--- src/rtl/bcrypt_loader.sv ---
// rtl/bcrypt_loader.sv - UART frame loader for the bcrypt hash core
// Collects header/salt/key/cost, then issues load_en and start pulses.
module bcrypt_loader #(
  parameter logic [7:0] HEADER      = 8'hA5,
  parameter int         TIMEOUT_CYC = 50000,
  parameter int         MIN_COST    = 4
) (
  input  logic         clk,
  input  logic         reset_l,
  input  logic [7:0]   rx_data,
  input  logic         rx_valid,
  output logic         rx_ready,
  input  logic         core_done,
  output logic [575:0] salt_c,
  output logic [575:0] key_c,
  output logic [4:0]   cost,
  output logic         load_en,
  output logic         start,
  output logic         frame_err,
  output logic         busy
);

  localparam int TW = $clog2(TIMEOUT_CYC + 1);

  typedef enum logic [2:0] {
    IDLE  = 3'd0,
    SALT  = 3'd1,
    KEY   = 3'd2,
    COST  = 3'd3,
    LOAD  = 3'd4,
    START = 3'd5,
    RUN   = 3'd6
  } state_t;

  state_t          state;
  state_t          state_nx;
  logic [6:0]      byte_cnt;
  logic [TW-1:0]   tmo_cnt;
  logic [127:0]    salt_buf;
  logic [575:0]    key_buf;
  logic            xfer;
  logic            receiving;
  logic            tmo_hit;
  logic            cost_ok;
  logic            load_nx;
  logic            start_nx;
  logic            err_nx;

  assign receiving = (state == IDLE) || (state == SALT) || (state == KEY) || (state == COST);
  assign rx_ready  = receiving;
  assign busy      = (state == LOAD) || (state == START) || (state == RUN);
  assign xfer      = rx_valid && rx_ready;
  // An accepted byte on the expiring cycle wins over the timeout.
  assign tmo_hit   = !xfer && (tmo_cnt >= TW'(TIMEOUT_CYC - 1));
  assign cost_ok   = (rx_data >= 8'(MIN_COST)) && (rx_data <= 8'd31);

  always_ff @(posedge clk or negedge reset_l) begin
    if (!reset_l) begin
      state     <= IDLE;
      load_en   <= 1'b0;
      start     <= 1'b0;
      frame_err <= 1'b0;
    end else begin
      state     <= state_nx;
      load_en   <= load_nx;
      start     <= start_nx;
      frame_err <= err_nx;
    end
  end

  always_comb begin
    state_nx = state;
    load_nx  = 1'b0;
    start_nx = 1'b0;
    err_nx   = 1'b0;
    case (state)
      IDLE: begin
        if (xfer) begin
          if (rx_data == HEADER) state_nx = SALT;
          else                   err_nx   = 1'b1;
        end
      end
      SALT: begin
        if (xfer) begin
          if (byte_cnt == 7'd15) state_nx = KEY;
        end else if (tmo_hit) begin
          err_nx   = 1'b1;
          state_nx = IDLE;
        end
      end
      KEY: begin
        if (xfer) begin
          if (byte_cnt == 7'd71) state_nx = COST;
        end else if (tmo_hit) begin
          err_nx   = 1'b1;
          state_nx = IDLE;
        end
      end
      COST: begin
        if (xfer) begin
          if (cost_ok) begin
            load_nx  = 1'b1;
            state_nx = LOAD;
          end else begin
            err_nx   = 1'b1;
            state_nx = IDLE;
          end
        end else if (tmo_hit) begin
          err_nx   = 1'b1;
          state_nx = IDLE;
        end
      end
      LOAD: begin
        start_nx = 1'b1;
        state_nx = START;
      end
      START: state_nx = RUN;
      RUN: begin
        if (core_done) state_nx = IDLE;
      end
      default: state_nx = IDLE;
    endcase
  end

  always_ff @(posedge clk or negedge reset_l) begin
    if (!reset_l) begin
      byte_cnt <= '0;
      tmo_cnt  <= '0;
      salt_buf <= '0;
      key_buf  <= '0;
      salt_c   <= '0;
      key_c    <= '0;
      cost     <= '0;
    end else begin
      if (state_nx != state)  byte_cnt <= '0;
      else if (xfer)          byte_cnt <= byte_cnt + 7'd1;

      if ((state_nx != state) || xfer || (state == IDLE) || !receiving)
        tmo_cnt <= '0;
      else if (tmo_cnt < TW'(TIMEOUT_CYC))
        tmo_cnt <= tmo_cnt + TW'(1);

      // Partial frames never survive a return to IDLE.
      if (state == IDLE) begin
        salt_buf <= '0;
        key_buf  <= '0;
      end else begin
        if (state == SALT && xfer) salt_buf <= {salt_buf[119:0], rx_data};
        if (state == KEY && xfer)  key_buf  <= {key_buf[567:0], rx_data};
      end

      if (load_nx) begin
        salt_c <= {salt_buf, salt_buf, salt_buf, salt_buf, salt_buf[127:64]};
        key_c  <= key_buf;
        cost   <= rx_data[4:0];
      end
    end
  end

endmodule

--- config.mk ---
export PLATFORM = sky130hd
export DESIGN_NAME = bcrypt_loader
export DESIGN_NICKNAME = d
export VERILOG_FILES = /design/src/rtl/bcrypt_loader.sv
export SDC_FILE = /design/constraint.sdc
export NUM_CORES = 2
export LEC_CHECK = 0
export ABC_CLOCK_PERIOD_IN_PS = 5300
export BUFFER_PORTS_ARGS = -buffer_cell sky130_fd_sc_hd__buf_2
export CAP_MARGIN = 10
export CORE_AREA = 2 2 457 459
export CTS_CLUSTER_SIZE = 16
export DETAILED_ROUTE_END_ITERATION = 16
export DIE_AREA = 0 0 459 461
export HOLD_SLACK_MARGIN = 0.12
export PLACE_DENSITY_LB_ADDON = 0.08
export SETUP_SLACK_MARGIN = 0.05
export SYNTH_ARGS = -nofsm -noshare
export SYNTH_HDL_FRONTEND = slang
export SYNTH_SLANG_ARGS = --single-unit
--- constraint.sdc ---
create_clock -name clk -period 5.3 [get_ports clk]
set_input_delay 0.265 -clock clk [delete_from_list [all_inputs] [get_ports clk]]
set_output_delay 0.265 -clock clk [all_outputs]
set_load 0.1 [all_outputs]
==> results.yml <==
power:
  p_per_area_nw_per_um2: 347
  p_int_mw: 17.9
  switchingPower_mw: 5.46
  power.leakage_nw: 38.2
  pwr-share-clk_pct: 50.0
  total_power_mw: 23.4
  ir_drop_mv: 0.351
  switching_share_pct: 23.4
  power_frac_comb_pct: 2.6
  power_frac_seq_pct: 47.4
grt:
  antenna_found_initial: 10
  grt_pass1_vias: 40413
  track_usage_pct: 21.0
  grt_pass1_wl_um: 320000
  grt_start_max_net_pins: 181
  globalRouteOverflowTotal: 0
logic_synthesis:
  synth-seq-cells: 1442
  synth_area_um2: 56300
  synth-edff-count: 0
  synthArstFlopShare_pct: 100
  synth.area.top_cells: "dfrtp_1, nand2_1, a22o_1"
  ys_types: 48
  yosys_most_used_dff: "dfrtp_1"
  synthesis.nets: 5418
  syn-instance-count: 5404
  postSynthAreaPerCell_um2: 10.4
  ys_seq_area_share_pct: 64.1
  yosys.area.top_type: "dfrtp_1"
  synth_top_area_share_pct: 64.1
  yosysWarnings: 0
cts:
  cts-root-buf: "clkbuf_16"
  clk_pin_slew_ns: 0.06
  cts_tree: "built"
  cts_buffer_depth: 3
  htreeDepth: 4
  cts_made_buffers: 168
  cts_resized: 0
  clk_latency_ns: 0.84
  cts_sinks: 1442
timing:
  slew-limit-headroom_pct: 23.5
  clock_skew_ns: 0.0446
  worst_pin_slew_ns: 1.15
  setup_viol: 0
  report.final.slew_viol_count: 0
  max_freq_mhz: 318
  setup_slack_ns: 2.15
  fin_crit_sh_pct: 59.3
  rsz0062_at_grt: "no"
  setup_tns_ns: 0
  finalHoldViolations: 0
  fin_crit_ns: 3.15
  whs_ns: 0.312
drt:
  num_vias: 40592
  dr.pass1.iters: 5
  routed_wl_um: 227000
  routed_via_density: 4.57
  postRouteAntennaNets: 0
  drtIter0Drc: 2778
  wl_per_cell_um: 25.5
  route.detailed.drc: 0
worst_hold_path:
  min_path_type: "input port to register"
finish:
  syn_to_final_growth_pct: 19.8
  fill_cells: 21171
  finalNetCount: 6054
  fin_cells: 8881
  drive_gt1_share_pct: 24.6
setup_path:
  critPathKind: "register to register"
  path_common_cell: "buf_4"
  cp_max_fo: 59
  arrival_ns: 3.87
  crit_required_ns: 6.03
  worst-path-buf-inv: 2
  path_cells: "nand2b_1, nor2_4, buf_4, buf_4, nand2_1, a21oi_1"
  end_kind: "register"
  worst_path_max_delay_cell: "buf_4"
  critical_path.max_stage_delay_ns: 0.67
  startpoint_type: "register"
  crit_family: "buffers and inverters"
placed_design:
  place_inst: 8561
  portBuffers: 1173
  place.gp.congestion: 0.970
  dp_slack_ns: 2.10
  dp_hpwl_um: 155000
floorplanning:
  row_count: 167
  die_height_um: 461
  coreArea_um2: 206000
  die-area_um2: 212000
  io_pins: 1174
  die_w_um: 459
  initial_core_util_pct: 27.3
run:
  max-cap-violations: 0
run_status:
  outcome: "finished, final reports clean"
## metrics by stage
step	util (%)	instance area [um2]
6_report	32.7	67400
5_1_grt	32.7	67400
4_1_cts	32.7	67400
3_5_place_dp	29.9	61700
3_3_place_gp	29.9	61700
2_1_floorplan	-	56300
## placed cells by master (no fill, tap or decap), types with 14 or more instances in the layout
cell	Yosys	routed
nand2_1	2348	2348
clkbuf_16	0	171
nor2_1	18	15
buf_4	449	32
buf_12	0	30
a22o_1	602	602
clkbuf_8	0	46
buf_2	54	1172
xor2_1	14	14
a21oi_1	106	106
clkbuf_1	258	44
clkinv_2	0	28
dfrtp_1	1442	1442
## worst reg2reg max path, delay by kind of cell (launching register included)
family / cells / cell delay, ns
buf+inv: 2 / 1.36
compound gates: 1 / 0.16
simple gates: 3 / 1.06
flops: 1 / 0.48
## power by group through the flow
stage / Combinational, mW / Clock, mW / Sequential, mW
3_3_place_gp: 0.633 / 0 / 11.3
5_1_grt: 0.695 / 12.5 / 11.1
6_report: 0.613 / 11.7 / 11.1
3_5_place_dp: 0.634 / 0 / 11.3
4_1_cts: 0.649 / 12.1 / 11.1
2_1_floorplan: 0.224 / 0 / 11.3
## final timing paths
check | from | slack (ns) | to | depth (start not counted)
max | state[2]$_DFF_PN0_ | 2.15 | key_buf[287]$_DFFE_PN0P_ | 6
min | rx_data[2] | 0.31 | cost[2]$_DFFE_PN0P_ | 4
max reg2reg | state[2]$_DFF_PN0_ | 2.15 | key_buf[287]$_DFFE_PN0P_ | 6
min reg2reg | key_buf[574]$_DFFE_PN0P_ | 0.45 | key_c[574]$_DFFE_PN0P_ | 2
max in group asynchronous | reset_l | 3.34 | key_buf[417]$_DFFE_PN0P_ | 4
min in group asynchronous | reset_l | 0.58 | key_c[18]$_DFFE_PN0P_ | 3
## logic make-up (layout without fill, tap and decap cells)
| logic type | count (synthesis) | after routing | synth area share [%] |
|---|---|---|---|
| AOI/OAI and AO/OA | 726 | 726 | 10.6 |
| xor gates and xnor gates | 19 | 19 | 0.296 |
| adders and majority gates | 2 | 2 | 0.0445 |
| buffers and inverters | 786 | 1555 | 8.37 |
| DFF | 1442 | 1442 | 64.1 |
| muxes | 1 | 1 | 0.0178 |
| other | 0 | 4 | 0 |
| and+or+nand+nor | 2428 | 2428 | 16.6 |
## per-layer routing
metal  track usage [%]  up-vias  wire [um]
li1                  -    18536          -
met1              26.5    20635      94600
met2              32.5     1166     103000
met3              7.78      253      19600
met4              8.12        2       9270
met5             0.827        -        244
## registers in the layout, indices dropped and copies added, names as in the netlist, 3 cells and up
name	cells
byte_cnt	7
cost	5
key_buf	576
key_c	576
salt_buf	128
salt_c	128
state	3
tmo_cnt	16
## area by class of cell
cell class                 instances  area (um2)  share of cell area, %
inverter                           5        26.3                 0.0390
clock inverter                    42         454                  0.674
clock buffer                     261        5080                   7.53
tap                             2704        3380                   5.02
antenna                            4        10.0                 0.0148
sequential                      1442       36100                   53.5
multi-input combinational       3176       15500                   23.0
timing repair buffer            1247        6850                   10.2
## synth_stat cells (all sizes together) (2+ instances only)
cell	instances
ha	2
nand2	2348
dfrtp	1442
nor4b	4
o21ai	6
nor3	19
xnor2	5
inv	5
and2	2
nor2b	3
xor2	14
nand4	9
a22o	602
and3	5
nor2	18
nor4	2
clkbuf	258
buf	523
nand3	8
o31ai	2
a21oi	107
or3	2
nand2b	3
## timing repair
item,in CTS,in global routing
setup buffers,0,0
hold endpoints to repair,241,0
hold buffers,13,0
Power figures use the tool's default switching activity.
